===== config.mk =====
export PLATFORM = sky130hd
export DESIGN_NAME = val_op_sched
export DESIGN_NICKNAME = d
export VERILOG_FILES = /design/src/rtl/val_op_sched.sv
export SDC_FILE = /design/constraint.sdc
export NUM_CORES = 1
export LEC_CHECK = 0
export CAP_MARGIN = 10
export CORE_ASPECT_RATIO = 0.75
export CORE_MARGIN = 4
export CORE_UTILIZATION = 60
export CTS_CLUSTER_DIAMETER = 200
export DETAILED_ROUTE_END_ITERATION = 16
export DONT_BUFFER_PORTS = 1
export GPL_ROUTABILITY_DRIVEN = 0
export HOLD_SLACK_MARGIN = 0.12
export PLACE_DENSITY = 0.78
export SYNTH_ARGS = -nofsm -noshare
export SYNTH_HDL_FRONTEND = slang
export SYNTH_SLANG_ARGS = --single-unit

===== constraint.sdc =====
create_clock -name clk -period 4.25 [get_ports clk]
set_clock_uncertainty 0.1 [all_clocks]
set_input_delay 0.85 -clock clk [delete_from_list [all_inputs] [get_ports clk]]
set_output_delay 0.85 -clock clk [all_outputs]
set_load 0.02 [all_outputs]

===== src/rtl/val_op_sched.sv =====
// Round-robin scheduler sharing one 8-bit value-transform unit among NREQ requesters.
// Define VAL_OP_SCHED_STATS_EN to add the stall_cnt / err_cnt statistics ports.
module val_op_sched #(
    parameter int unsigned NREQ = 4,
    parameter int unsigned DW   = 8,
    parameter int unsigned IDW  = 2
) (
    input  logic              clk,
    input  logic              rst,
    input  logic [NREQ-1:0]   req_valid,
    output logic [NREQ-1:0]   req_ready,
    input  logic [NREQ*DW-1:0] req_data,
    input  logic [NREQ*3-1:0] req_op,
    output logic              rsp_valid,
    input  logic              rsp_ready,
    output logic [IDW-1:0]    rsp_id,
    output logic [DW-1:0]     rsp_data,
    output logic              rsp_err
`ifdef VAL_OP_SCHED_STATS_EN
    ,
    output logic [15:0]       stall_cnt,
    output logic [7:0]        err_cnt
`endif
);

    localparam int unsigned OPW = 3;

    typedef enum logic {EMPTY, FULL} state_t;

    state_t          state, state_nxt;
    logic [IDW-1:0]  rr_ptr, rr_ptr_nxt;
    logic [IDW-1:0]  grant_id;
    logic            grant_found;
    logic            can_accept;
    logic            accept;
    int unsigned     idx;
    logic [DW-1:0]   sel_data;
    logic [OPW-1:0]  sel_op;
    logic [DW-1:0]   xform_data;
    logic            xform_err;
    logic [IDW-1:0]  rsp_id_nxt;
    logic [DW-1:0]   rsp_data_nxt;
    logic            rsp_err_nxt;

    // Search upward from rr_ptr with wrap for the first valid requester.
    always_comb begin
        grant_found = 1'b0;
        grant_id    = '0;
        idx         = 0;
        for (int unsigned i = 0; i < NREQ; i++) begin
            idx = 32'(rr_ptr) + i;
            if (idx >= NREQ) idx = idx - NREQ;
            if (!grant_found && req_valid[IDW'(idx)]) begin
                grant_found = 1'b1;
                grant_id    = IDW'(idx);
            end
        end
    end

    assign can_accept = !rst && ((state == EMPTY) || rsp_ready);
    assign accept     = can_accept && grant_found;

    // Operand mux and one-hot ready for the granted requester.
    always_comb begin
        sel_data  = '0;
        sel_op    = '0;
        req_ready = '0;
        for (int unsigned j = 0; j < NREQ; j++) begin
            if (IDW'(j) == grant_id) begin
                sel_data     = req_data[j*DW +: DW];
                sel_op       = req_op[j*OPW +: OPW];
                req_ready[j] = accept;
            end
        end
    end

    // Transform unit; all arithmetic wraps modulo 2^DW.
    always_comb begin
        xform_data = '0;
        xform_err  = 1'b0;
        case (sel_op)
            3'd0:    xform_data = sel_data + DW'(1);
            3'd1:    xform_data = sel_data + DW'(2);
            3'd2:    xform_data = sel_data + DW'(4);
            3'd3:    xform_data = DW'(sel_data << 2) + DW'(4);
            3'd4:    xform_data = DW'(sel_data << 3) + DW'(5);
            default: xform_err  = 1'b1;
        endcase
    end

    always_comb begin
        state_nxt    = state;
        rr_ptr_nxt   = rr_ptr;
        rsp_id_nxt   = rsp_id;
        rsp_data_nxt = rsp_data;
        rsp_err_nxt  = rsp_err;
        if (accept) begin
            state_nxt    = FULL;
            rr_ptr_nxt   = (grant_id == IDW'(NREQ - 1)) ? '0 : grant_id + IDW'(1);
            rsp_id_nxt   = grant_id;
            rsp_data_nxt = xform_data;
            rsp_err_nxt  = xform_err;
        end else if (state == FULL && rsp_ready) begin
            state_nxt = EMPTY;
        end
    end

    always_ff @(posedge clk) begin
        if (rst) begin
            state     <= EMPTY;
            rr_ptr    <= '0;
            rsp_valid <= 1'b0;
            rsp_id    <= '0;
            rsp_data  <= '0;
            rsp_err   <= 1'b0;
        end else begin
            state     <= state_nxt;
            rr_ptr    <= rr_ptr_nxt;
            rsp_valid <= (state_nxt == FULL);
            rsp_id    <= rsp_id_nxt;
            rsp_data  <= rsp_data_nxt;
            rsp_err   <= rsp_err_nxt;
        end
    end

`ifdef VAL_OP_SCHED_STATS_EN
    // Saturating stall and illegal-opcode counters.
    always_ff @(posedge clk) begin
        if (rst) begin
            stall_cnt <= '0;
            err_cnt   <= '0;
        end else begin
            if (rsp_valid && !rsp_ready && stall_cnt != 16'hFFFF)
                stall_cnt <= stall_cnt + 16'd1;
            if (accept && xform_err && err_cnt != 8'hFF)
                err_cnt <= err_cnt + 8'd1;
        end
    end
`endif

endmodule


==> impl_metrics.py, run 1 <==
metrics = {
    "placement": {
        "place_hpwl_mm": 3.899,
        "place_area_um2": 1750,
        "io_buffers": 0,
        "dpl.cell_count": 262,
    },
    "drt": {
        "drc": 0,
        "drt_iter0_drc": 361,
        "dr.pass1.iters": 4,
        "avgViaCountPerCell": 7.162,
        "vias": 1905,
        "antenna_left": 0,
        "wire_per_inst_um": 19.29,
        "routed_wl_mm": 5.131,
    },
    "worst_hold_path": {
        "hp-class": "reg2reg",
    },
    "clock_network": {
        "cts_hold_buf": 0,
        "clk_latency_ps": 250,
        "cts_inserted_buffers": 3,
        "post-cts-setup-buffer-count": 0,
        "cts.sink_count": 14,
        "cts_root_buf": "clkbuf_8",
        "cts_tree": "yes",
        "cts-htree-levels": 1,
        "cts.path.max_buffers": 2,
        "clk_pin_slew_ps": 60,
        "cts_resized": 0,
    },
    "yosys": {
        "synth_fp_nets": 282,
        "ys_ff_latch": 14,
        "ys_warn_count": 0,
        "synth_cell_types": 59,
        "synth_mux_area_frac": 0.01953,
        "synth_edf_count": 0,
        "syn_inst": 224,
        "netlist_area_um2": 1665,
        "synth.avg_cell_area_um2": 7.435,
        "synthSimpleGateAreaFrac": 0.2787,
        "synth_top_family_by_area": "compound AO/OA/AOI/OAI gates",
        "ys_async_sr_fraction": 0,
        "synth_ff_type": "dfxtp_1",
        "seq_area_frac_synth": 0.1683,
        "synth_compound_area_frac": 0.3794,
        "synth-xor-area-share": 0.02630,
        "synthAdderAreaFrac": 0.05259,
    },
    "worst_setup_path": {
        "rr_endpoint": "rsp_data[7]",
        "r2r_start": "rr_ptr[0]",
        "reg2reg_depth": 17,
        "worstPathRequired_ps": 4300,
        "cp-end-kind": "register",
        "critical_path_arrival_ps": 3960,
        "rrSetupSlack_ps": 540,
        "worstSetupEndpoint": "rsp_data[7]",
        "path_class": "in2reg",
        "crit_path_start_kind": "input port",
        "worstPathMaxFanout": 15,
        "startpoint": "req_valid[0]",
    },
    "final_layout": {
        "multiInputGateArea_um2": 1262,
        "drive_above_1_share": 0.1609,
        "regArea_um2": 280.3,
        "final_common_cell": "nor2_1",
        "mostFrequentLayoutCells": "nor2_1 (21), buf_4 (17), a21oi_1 (15)",
        "antenna_cells": 0,
        "fillers": 226,
        "fin_area_um2": 1808,
        "final_cells": 266,
        "fin_nets": 289,
        "flow.area_growth_from_synthesis_pct": 8.565,
    },
    "sta": {
        "fin_tns_setup_ps": 0,
        "min_period_over_period": 0.9200,
        "slew_headroom": 0.4174,
        "slew_violations": 0,
        "fin_crit_ps": 3910,
        "rsz0062_at_grt": "no",
        "timing.hold.ws_ps": 454.4,
        "setup_violations": 0,
        "hold_viol": 0,
        "max_freq_mhz": 255.8,
        "worstMarginPinSlew_ps": 870.6,
    },
    "floorplan": {
        "io_pins": 67,
        "fp.dieH_um": 53.63,
        "die_w_um": 68.84,
        "start_util": 0.6350,
        "core_um2": 2623,
        "dieArea_um2": 3691,
        "rows": 16,
    },
    "power_and_ir_drop": {
        "vdd_drop_max_mv": 0.5507,
        "finalPower_mw": 1.617,
        "power_density_nw_per_um2": 894.2,
        "p_leak_nw": 0.6588,
    },
    "grt": {
        "grt_usage": 0.2940,
        "grt_pass1_vias": 1744,
        "grt_pass1_wl_mm": 8.286,
        "grt_max_degree": 18,
        "overflow": 0,
        "antenna_found_initial": 0,
    },
    "run": {
        "drv_cap": 0,
    },
    "run_status": {
        "status": "finished clean",
    },
}
-- per-stage QoR --
step	utilization	setup WS, ps
floorplan	-	278.7
global placement	0.6675	266.5
global route	0.6894	8.617
detailed placement	0.6675	85.39
CTS	0.6885	323.1
finish	0.6894	340.0
-- registers in the layout (all words and copies together) (netlist names) --
signal and flops:
rr_ptr 2, rsp_data 8, rsp_err 1, rsp_id 2, state 1
-- cell type report --
cell class / instances / area share
tap: 36 / 0.02491
multi-input combinational: 185 / 0.6983
sequential: 14 / 0.1550
timing repair buffer: 17 / 0.07059
inverter: 10 / 0.02076
clock buffer: 4 / 0.03045
-- cells by family (layout without fill, tap and decap cells) --
| kind of cell | after synthesis | count (layout) |
|---|---|---|
| buffers and inverters | 25 | 31 |
| flip-flops | 14 | 14 |
| XOR/XNOR | 5 | 5 |
| multiplexers | 3 | 3 |
| adder cells (fa/ha/maj) | 7 | 7 |
| AND/OR/NAND/NOR | 87 | 87 |
| AO/OA/AOI/OAI | 83 | 83 |
-- worst min-delay path by stage --
stage	from	to	slack, ps	depth (start not counted)
after floorplan	rr_ptr[1]	rr_ptr[1]	390	2
after global placement	rr_ptr[1]	rr_ptr[1]	420	2
after detailed placement	rsp_data[1]	rsp_data[1]	440	2
after CTS	rsp_data[1]	rsp_data[1]	450	2
after global routing	rsp_data[1]	rsp_data[1]	470	2
final	rsp_data[1]	rsp_data[1]	450	2
-- cell usage after synthesis (all sizes together) (2+ instances only) --
library cell	number	area, um^2
a211oi	4	30.03
a21o	2	15.01
a21oi	15	75.07
a221o	2	20.02
a221oi	11	132.6
a311oi	2	17.52
a31oi	8	50.05
a32oi	2	17.52
and2	3	18.77
buf	9	65.06
clkbuf	6	22.52
dfxtp	14	280.3
ha	7	87.58
inv	10	37.54
mux2	2	22.52
nand2	15	58.81
nand2b	4	25.02
nand3	7	35.03
nand3b	6	45.04
nor2	24	97.60
nor2b	5	31.28
nor3	7	46.30
nor3b	2	15.01
nor4	4	25.02
o2111ai	3	26.28
o21ai	10	50.05
o22a	2	17.52
o22ai	9	62.56
o31a	2	17.52
or2	4	25.02
or3	3	18.77
xnor2	4	35.03
-- per-layer routing --
metal | up-vias | wire, um | track usage
met2 | 132 | 2314 | 0.4612
met5 | - | 0 | 0
met3 | 19 | 533 | 0.05846
li1 | 878 | - | -
met4 | 0 | 142 | 0.08738
met1 | 876 | 2140 | 0.4060
-- worst max-delay path: stages --
cell	delay, ps
inv_1	50
nor2_1	50
a21oi_1	120
nor2_1	50
a221oi_1	300
nand2b_1	160
inv_1	110
ha_1	240
or2_1	270
buf_4	200
a221oi_1	60
nor2_1	130
buf_4	220
ha_1	230
o21ai_0	220
nor4_1	370
o32ai_1	140
a31o_1	190
-- power by group --
group | internal, mW | total, mW | switching [mW]
Clock | 0.0822 | 0.133 | 0.0505
Sequential | 0.170 | 0.241 | 0.0715
Combinational | 0.493 | 1.24 | 0.749
Power figures use the tool's default switching activity.
==> run 2, diff against run 1 <==
--- a/config.mk
+++ b/config.mk
@@ -7,7 +7,7 @@
 export LEC_CHECK = 0
 export CAP_MARGIN = 10
 export CORE_ASPECT_RATIO = 0.75
-export CORE_MARGIN = 4
+export CORE_MARGIN = 8
 export CORE_UTILIZATION = 60
 export CTS_CLUSTER_DIAMETER = 200
 export DETAILED_ROUTE_END_ITERATION = 16
@@ -15,6 +15,7 @@
 export GPL_ROUTABILITY_DRIVEN = 0
 export HOLD_SLACK_MARGIN = 0.12
 export PLACE_DENSITY = 0.78
+export SETUP_SLACK_MARGIN = 0.05
 export SYNTH_ARGS = -nofsm -noshare
 export SYNTH_HDL_FRONTEND = slang
 export SYNTH_SLANG_ARGS = --single-unit
==> run 2 against run 1 <==
Net effect:
- first-iteration DRC count fell by 14%
- critical path depth fell by 5
- final cell count fell by 0.38%
- worst hold slack got worse by 10 ps
- routed wire length rose by 0.12%
- register-to-register slack got worse by 50 ps
- maximum frequency fell by 3.0%
- sequential power barely moved
- die area rose by 28%
- clock power fell by 5%
==> impl_metrics.py, run 2 (synthesis results as in run 1) <==
metrics = {
    "clock_network": {
        "clk_latency_ps": 240,
        "cts_tree": "yes",
        "cts_inserted_buffers": 3,
        "cts-htree-levels": 1,
        "clk_pin_slew_ps": 60,
        "cts_hold_buf": 0,
        "cts_root_buf": "clkbuf_8",
        "post-cts-setup-buffer-count": 0,
        "cts.path.max_buffers": 2,
        "cts_resized": 0,
        "cts.sink_count": 14,
    },
    "worst_hold_path": {
        "hp-class": "reg2reg",
    },
    "sta": {
        "slew_violations": 0,
        "fin_tns_setup_ps": 0,
        "min_period_over_period": 0.9484,
        "worstMarginPinSlew_ps": 876.7,
        "timing.hold.ws_ps": 444.2,
        "fin_crit_ps": 4031,
        "hold_viol": 0,
        "rsz0062_at_grt": "no",
        "setup_violations": 0,
        "max_freq_mhz": 248.1,
        "slew_headroom": 0.4134,
    },
    "final_layout": {
        "largest_reg_flops": 8,
        "largest_register": "rsp_data",
        "fin_area_um2": 1798,
        "antenna_cells": 0,
        "fin_nets": 288,
        "final_common_cell": "nor2_1",
        "flow.area_growth_from_synthesis_pct": 7.964,
        "mostFrequentLayoutCells": "nor2_1 (21), buf_4 (16), a21oi_1 (15)",
        "drive_above_1_share": 0.1528,
        "reg.largest.list": "rsp_data x8, rr_ptr x2, rsp_id x2",
    },
    "worst_setup_path": {
        "worstPathMaxFanout": 7,
        "crit_path_start_kind": "input port",
        "cpMaxStageDelayCell": "nor2b_1",
        "cp-end-kind": "register",
        "worstPathRequired_ps": 4260,
        "rrSetupSlack_ps": 490,
        "crit_top_cell": "ha_1",
        "crit_path_cell_trace": "nor4_1 -> nand2b_1 -> inv_1 -> ha_1 -> nor2b_1 -> a221oi_2 -> or2_2 -> nand3_1 -> mux2_2 -> ha_1 -> a32oi_1 -> o31a_1 -> o21ai_1",
        "path_class": "in2reg",
        "slowest_delay_ps": 530,
        "cp_top_family": "simple AND/OR/NAND/NOR gates",
        "critical_path_arrival_ps": 4050,
        "critPathBufInv": 1,
    },
    "grt": {
        "grt_usage": 0.2036,
        "overflow": 0,
        "antenna_found_initial": 0,
        "grt_pass1_vias": 1603,
        "grt_max_degree": 19,
        "grt_pass1_wl_mm": 7.900,
    },
    "floorplan": {
        "io_pins": 67,
        "rows": 16,
        "start_util": 0.6350,
        "fp.dieH_um": 61.63,
        "dieArea_um2": 4735,
        "die_w_um": 76.84,
        "core_um2": 2623,
    },
    "run": {
        "drv_cap": 0,
    },
    "drt": {
        "routed_wl_mm": 5.137,
        "wire_per_inst_um": 19.38,
        "dr.pass1.iters": 5,
        "vias": 1877,
        "avgViaCountPerCell": 7.083,
        "drc": 0,
        "antenna_left": 0,
        "drt_iter0_drc": 310,
    },
    "placement": {
        "io_buffers": 0,
        "place_area_um2": 1743,
        "place_hpwl_mm": 4.165,
    },
    "run_status": {
        "status": "finished clean",
    },
    "power_and_ir_drop": {
        "power_density_nw_per_um2": 889.4,
        "vdd_drop_max_mv": 0.5430,
        "p_leak_nw": 0.6541,
    },
}
==> run 2: cell count changes in the layout (fill, tap and decap cells not counted), sizes merged <==
cell and change:
buf -1
==> run 2: stage by stage <==
step                      utilization  setup WS [ps]  cells  power, mW
after floorplan                     -          278.7    224      1.151
final                          0.6856          219.4    265      1.599
after global routing           0.6856          63.55    265      1.703
after global placement         0.6646          110.0    261      1.391
after CTS                      0.6856          286.7    265      1.571
after detailed placement       0.6646          47.92    261      1.437
==> run 2: layer usage <==
metal / part of all wire / wire length [um] / up-vias / GRT usage
met2: 0.44 / 2277 / 128 / 0.3269
met3: 0.12 / 605 / 8 / 0.06414
met4: 0.016 / 80 / 0 / 0.03815
met1: 0.42 / 2174 / 860 / 0.2644
met5: 0 / 0 / - / 0
li1: - / - / 881 / -
==> run 2: path summary, 6_finish.rpt <==
check | cells after the start | to | startpoint
setup / recovery | 13 | rsp_data[3] | req_valid[0]
hold / removal | 2 | rr_ptr[1] | rr_ptr[1]
setup reg to reg | 14 | rsp_data[3] | rr_ptr[1]
hold reg to reg | 2 | rr_ptr[1] | rr_ptr[1]
==> run 2: worst min-delay path, stage by stage, from the launching register on <==
cell      delay (ps)
dfxtp_1          350
nand3b_1         100
nand2_1           50
==> run 2: final cells by class <==
class                           instances  area [um^2]
Clock buffer                            4        55.05
Fill cell                             241        824.5
Inverter                               10        37.54
Multi-Input combinational cell        185         1260
Sequential cell                        14        280.3
Tap cell                               36        45.04
Timing Repair Buffer                   16        120.1
==> run 2: report_power, final <==
group	total, mW	internal, mW	leakage, nW	switching, mW
combinational	1.23	0.493	0.510	0.736
sequential	0.243	0.170	0.116	0.0735
clock	0.127	0.0820	0.0288	0.0454
total	1.60	0.745	0.654	0.854
